--- src/rtl/gpio_in_conditioner.sv ---
// gpio_in_conditioner
//   Per-pin input conditioning for the AHB GPIO port. Raw pad levels are
//   synchronised into HCLK by a 2-flop chain. Each pin is then either passed
//   straight through or debounced against a shared prescaler tick. The result
//   drives GPIO_DIN, along with single-cycle edge pulses and sticky edge flags.
//
// Ports
//   HCLK       in   system clock
//   HRESETn    in   asynchronous active-low reset
//   PAD_IN     in   [SZ]  raw asynchronous pad inputs
//   DB_EN      in   [SZ]  per-pin debounce enable (0 = bypass)
//   PRESCALE   in   [PSW] debounce tick period minus 1, in HCLK cycles
//   EDGE_CLR   in   [SZ]  per-pin level clear for the sticky flags
//   DIN_CLEAN  out  [SZ]  conditioned pin value
//   RISE       out  [SZ]  one-cycle pulse on a 0->1 change of DIN_CLEAN
//   FALL       out  [SZ]  one-cycle pulse on a 1->0 change of DIN_CLEAN
//   RISE_FLAG  out  [SZ]  sticky rising-edge flag
//   FALL_FLAG  out  [SZ]  sticky falling-edge flag

module gpio_in_conditioner #(
    parameter int unsigned SZ     = 8,
    parameter int unsigned DB_CNT = 4,
    parameter int unsigned PSW    = 16
) (
    input  logic           HCLK,
    input  logic           HRESETn,
    input  logic [SZ-1:0]  PAD_IN,
    input  logic [SZ-1:0]  DB_EN,
    input  logic [PSW-1:0] PRESCALE,
    input  logic [SZ-1:0]  EDGE_CLR,
    output logic [SZ-1:0]  DIN_CLEAN,
    output logic [SZ-1:0]  RISE,
    output logic [SZ-1:0]  FALL,
    output logic [SZ-1:0]  RISE_FLAG,
    output logic [SZ-1:0]  FALL_FLAG
);

    localparam int unsigned CW = $clog2(DB_CNT + 1);
    localparam logic [CW-1:0] DbLast = CW'(DB_CNT - 1);

    logic [SZ-1:0]          s1_q, s2_q;
    logic [PSW-1:0]         presc_q, presc_d;
    logic                   tick;
    logic [SZ-1:0][CW-1:0]  dbc_q, dbc_d;
    logic [SZ-1:0]          din_q, din_d;
    logic [SZ-1:0]          clean_d_q;
    logic [SZ-1:0]          rise_flag_q, rise_flag_d;
    logic [SZ-1:0]          fall_flag_q, fall_flag_d;
    logic [SZ-1:0]          rise, fall;

    // '>=' rather than '==' so that lowering PRESCALE below the current count
    // wraps on the next edge instead of running all the way to 2^PSW.
    always_comb begin
        tick    = (presc_q >= PRESCALE);
        presc_d = tick ? '0 : presc_q + PSW'(1);
    end

    always_comb begin
        din_d = din_q;
        dbc_d = dbc_q;
        for (int i = 0; i < int'(SZ); i++) begin
            if (!DB_EN[i]) begin
                din_d[i] = s2_q[i];
                dbc_d[i] = '0;
            end else if (s2_q[i] == din_q[i]) begin
                // Any return to the accepted level restarts the acceptance window.
                dbc_d[i] = '0;
            end else if (tick) begin
                if (dbc_q[i] == DbLast) begin
                    din_d[i] = s2_q[i];
                    dbc_d[i] = '0;
                end else begin
                    dbc_d[i] = dbc_q[i] + CW'(1);
                end
            end
        end
    end

    // Edges decoded purely from registers, so the pulses are glitch-free.
    always_comb begin
        rise        = din_q & ~clean_d_q;
        fall        = ~din_q & clean_d_q;
        // Set wins over a simultaneous clear.
        rise_flag_d = rise | (rise_flag_q & ~EDGE_CLR);
        fall_flag_d = fall | (fall_flag_q & ~EDGE_CLR);
    end

    always_ff @(posedge HCLK or negedge HRESETn) begin
        if (!HRESETn) begin
            s1_q        <= '0;
            s2_q        <= '0;
            presc_q     <= '0;
            dbc_q       <= '0;
            din_q       <= '0;
            clean_d_q   <= '0;
            rise_flag_q <= '0;
            fall_flag_q <= '0;
        end else begin
            s1_q        <= PAD_IN;
            s2_q        <= s1_q;
            presc_q     <= presc_d;
            dbc_q       <= dbc_d;
            din_q       <= din_d;
            clean_d_q   <= din_q;
            rise_flag_q <= rise_flag_d;
            fall_flag_q <= fall_flag_d;
        end
    end

    assign DIN_CLEAN = din_q;
    assign RISE      = rise;
    assign FALL      = fall;
    assign RISE_FLAG = rise_flag_q;
    assign FALL_FLAG = fall_flag_q;

endmodule

--- config.mk ---
export PLATFORM = sky130hd
export DESIGN_NAME = gpio_in_conditioner
export DESIGN_NICKNAME = d
export VERILOG_FILES = /design/src/rtl/gpio_in_conditioner.sv
export SDC_FILE = /design/constraint.sdc
export NUM_CORES = 1
export LEC_CHECK = 0
export ABC_CLOCK_PERIOD_IN_PS = 4300
export CORE_UTILIZATION = 50
export DETAILED_ROUTE_END_ITERATION = 10
export PLACE_DENSITY = 0.77
export SLEW_MARGIN = 20
export SYNTH_ARGS = -nofsm -noshare
export SYNTH_HDL_FRONTEND = slang
export SYNTH_SLANG_ARGS = --single-unit
--- constraint.sdc ---
create_clock -name HCLK -period 4.3 [get_ports HCLK]
set_input_delay 0.86 -clock HCLK [delete_from_list [all_inputs] [get_ports HCLK]]
set_output_delay 0.86 -clock HCLK [all_outputs]
set_load 0.005 [all_outputs]
# --- Word-level counts from Yosys, hierarchy flattened ---
# Cells that the tools add are included.
word_totals:
  word_cells: 162
  register_bits: 88
classes:
  mux: 65
  reduce_logical: 8
  eq_ne: 48
  addsub: 9
  magnitude_cmp: 1
  bitwise: 9
op_table:
  columns: ["cell", "n"]
  rows:
  - ["$mux 3", 32]
  - ["$and 8x8->8", 4]
  - ["$mux 1", 32]
  - ["$ne 2x1->1 const B", 16]
  - ["$add 3x1->3 const B", 8]
  - ["$eq 3x2->1 const B", 8]
  - ["$ne 3x1->1 const B", 8]
  - ["$not 8->8", 3]
  - ["$reduce_and 3->1", 8]
  - ["$add 16x1->16 const B", 1]
  - ["$ge 16x16->1", 1]
  - ["$mux 16", 1]
  - ["$ne 2x2->1 const B", 8]
  - ["$or 8x8->8", 2]
  - ["$eq 1x1->1", 8]

# --- Depth between registers and ports, before layout ---
depth:
  word_depth: 5
  ltp_mapped: 9
  depth_no_buf: 7

# --- Least setup slack after synthesis ---
# Ideal clock, no wire load.
synth_path:
  kind: "input to register"
  startpoint: "in PRESCALE[15]"
  endpoint: "reg din_q[1] (netlist: DIN_CLEAN[1])"
  arrival_ps: 2375
  required_ps: 4175
  setup_ps: 125
  path_slack_ps: 1801
  n_path_buf: 1
  stages: 8
  path_cell_list: "inv_1 ha_1 nand2_2 o21ai_2 buf_2 a211oi_1 a211oi_1 mux2_2"
synth_via:
  elab_chain_len: 3
synth_lines:
  columns: ["item", "line_no", "source"]
  rows:
  - ["from (decl)", "29", "input logic [PSW-1:0] PRESCALE,"]
  - ["$ge 16x16->1", "54", "tick = (presc_q >= PRESCALE);"]
  - ["$ne 2x1->1 (no source line)", null, null]
  - ["$reduce_and 3->1 (no source line)", null, null]
  - ["to (signal assigned)", "103", "din_q <= din_d;"]
  - ["to (decl)", "45", "logic [SZ-1:0] din_q, din_d;"]
# Every way passes these cells.
# A chain may end at the register's enable or synchronous reset.

# --- Worst setup path after layout ---
layout_path:
  startpoint: "in PRESCALE[11]"
  endpoint: "reg dbc_q[13] in the netlist's numbering"
layout_via:
  elab_chain_len: 2
layout_lines:
  columns: ["item", "line_no", "source"]
  rows:
  - ["$ge 16x16->1", "54", null]
  - ["$ne 3x1->1 (no source line)", null, null]
  - ["to (signal assigned)", "93", "dbc_q <= '0;"]
  - ["to (signal assigned)", "102", "dbc_q <= dbc_d;"]
  - ["to (decl)", "44", "logic [SZ-1:0][CW-1:0] dbc_q, dbc_d;"]
# Every way passes these cells.

==> impl_metrics.ini <==
[run_status]
status = finished clean

[global_route]
globalRouteMet1Util_pct = 25.3
track_usage_pct = 19.7
busiest_layer = met2
use_met2_pct = 32.9
overflow = 0
grt_pass1_wl_mm = 13.6
grt_max_degree = 64
grt_pass1_vias = 3039
use_met3_pct = 3.22
antenna_found_initial = 0

[floorplanning]
die_w_um = 94.5
fp.dieH_um = 94.5
coreArea_um2 = 8260
pin_count = 82
initial_core_util_pct = 51.8
row_count = 33
die_area_um2 = 8920

[place]
port_buffers = 81
dp_hpwl_mm = 5.64
gp_congestion = 0.761

[timing]
fmax_ghz = 0.330
period_needed_ps = 3030
slew_headroom_pct = 47.7
finalCritPeriodShare_pct = 70.4
finalSetupViolations = 0
hold_viol = 0
final-max-slew-violation-count = 0
max_slew.worst_pin.slew_ps = 785
setup_tns_ps = 0
rsz0062_at_grt = no
fin_skew_ps = 7.85

[worst_setup_path]
worst-endpoint-arrival_ps = 3300
start_kind = input port
r2r_end = dbc_q[13]$_DFFE_PN0P_
path_class = input port to register
worst_ep_required_time_ps = 4570
rr_startpoint = presc_q[11]$_DFF_PN0_
reg2reg_slack_ps = 1780
critPathMaxFanout = 18
worstSetupEndpointType = register
r2r_cells = 7

[logic_synthesis]
ys_types = 37
postSynthNetCount = 463
ys.flop_type = dfrtp_1
ys_seq_area_share_pct = 51.5
synthCells = 396
synth_edf_count = 0
ys_top_cells_by_area = dfrtp_1 (52%), ha_1 (7.3%), mux2i_1 (3.7%)
synth-async-reset-ratio_pct = 100
synth_area_um2 = 4280
synth_area_leader_cell = dfrtp_1
ys_ff_latch = 88
synth_top_area_share_pct = 51.5
ys.warnings.count = 0
avgSynthCellArea_um2 = 10.8

[pwr]
switchingPower_w = 0.000687
pwr-share-comb_pct = 29.3
ir_drop_mv = 0.309
p_int_w = 0.00181
pwr_density_cell_nw_per_um2 = 462
p_total_w = 0.00250
power_frac_clock_pct = 25.7
power.leakage_nw = 2.50
switching_share_pct = 27.5
seqPwrFrac_pct = 45.0

[detailed_routing]
drt-pass1-iter-count = 4
drc = 0
wirelength_mm = 8.06
dr.first_iter.drc_count = 83
final_antenna_net_count = 0
vias = 3047
drt-vias-per-instance = 5.15
wl_per_cell_um = 13.6

[clocking]
cts.reportedPaths.clkPinSlew_ps = 90
hold_buffers = 0
cts_buffer_depth = 2
clk-insertion-delay-late_ps = 350
post-cts-setup-buffers = 0
cts_tree = yes
cts.htree.levels = 3
cts-resized-gates = 0
cts_buffers = 9
clock-root-buffer = clkbuf_8
cts.sinks = 88

[final_layout]
fin_nets = 550
multi_input_area_um2 = 1880
drive_gt1_share_pct = 6.78
diodes = 0
fillers = 666
final_cell_mix = dfrtp_1 (88), clkdlybuf4s50_1 (80), nand2_1 (37)
finish.utilization_pct = 65.4
seqCellArea_um2 = 2200
layout_commonest_cell = dfrtp_1
area_delta_synth_final_pct = 26.4

[hold_path]
min_to = s2_q[3]$_DFF_PN0_
hp-class = register to register
hold_path_depth = 0
min_from = s1_q[3]$_DFF_PN0_

[run]
cap_violations = 0
[cell families after synthesis]
group | share of synthesized area (%)
AO/OA/AOI/OAI | 10.9
XOR/XNOR | 4.51
adder cells (fa/ha/maj) | 7.32
buffers and inverters | 4.59
flip-flops | 51.5
multiplexers | 5.85
AND/OR/NAND/NOR | 15.3
[synthesized netlist by cell type, drive strengths merged (9+ instances only)]
cell type  count
inv           36
a21o          17
nand3         10
ha            25
a211oi        16
a21oi         13
a2111oi        9
mux2i         16
nand2         38
nor2b         18
dfrtp         88
nor2          33
xnor2         17
[per-stage QoR]
stage	cell area [µm²]	setup WS [ps]	std cells	hold WS [ps]
floorplan	4280	1800	396	331
global placement	5180	962	577	334
detailed placement	5180	911	577	338
CTS	5400	1280	592	351
global route	5400	1070	592	366
finish	5400	1270	592	352
[sequential cells by signal, summed over array words and instances, names as in the netlist]
register and cells:
dbc_q 24, presc_q 16, DIN_CLEAN 8, FALL_FLAG 8
RISE_FLAG 8, clean_d_q 8, s1_q 8, s2_q 8
[critical path: stages]
cell and delay [ps]:
clkdlybuf4s50_1 450, inv_1 40, ha_1 280, nand2_1 110, o21ai_2 620, a21oi_1 220
a21boi_4 180, buf_4 300, mux2i_1 230
[worst max-delay path by stage]
| stage | from | end | slack, ps | cells after the start |
|---|---|---|---|---|
| 6_report | PRESCALE[11] | dbc_q[13]$_DFFE_PN0P_ | 1270 | 9 |
| 2_1_floorplan | PRESCALE[15] | DIN_CLEAN[1]$_DFFE_PN0P_ | 1800 | 8 |
| 3_3_place_gp | PRESCALE[11] | DIN_CLEAN[0]$_DFFE_PN0P_ | 960 | 8 |
| 5_1_grt | PRESCALE[11] | dbc_q[9]$_DFFE_PN0P_ | 1070 | 9 |
| 3_5_place_dp | PRESCALE[11] | dbc_q[13]$_DFFE_PN0P_ | 910 | 9 |
| 4_1_cts | PRESCALE[11] | dbc_q[13]$_DFFE_PN0P_ | 1280 | 9 |
[final cells by class]
type,instances,area share [%]
Inverter,36,2.50
Sequential cell,88,40.8
Clock buffer,11,2.80
Multi-Input combinational cell,264,34.7
Clock inverter,4,1.41
Timing Repair Buffer,84,15.4
Tap cell,105,2.43
[power by group through the flow]
stage	logic [W]	clock network (W)	registers, W
floorplan	0.000319	0	0.00112
global placement	0.000717	0	0.00113
detailed placement	0.000737	0	0.00114
CTS	0.000742	0.000661	0.00113
global route	0.000807	0.000691	0.00115
finish	0.000733	0.000643	0.00112
[per-layer routing]
layer / wire length [µm] / part of all wire (%) / up-vias
li1: - / - / 1518
met1: 3650 / 45 / 1463
met2: 3960 / 49 / 52
met3: 301 / 3.7 / 14
met4: 136 / 1.7 / 0
met5: 0 / 0 / -
(Power assumes the default switching activity.)
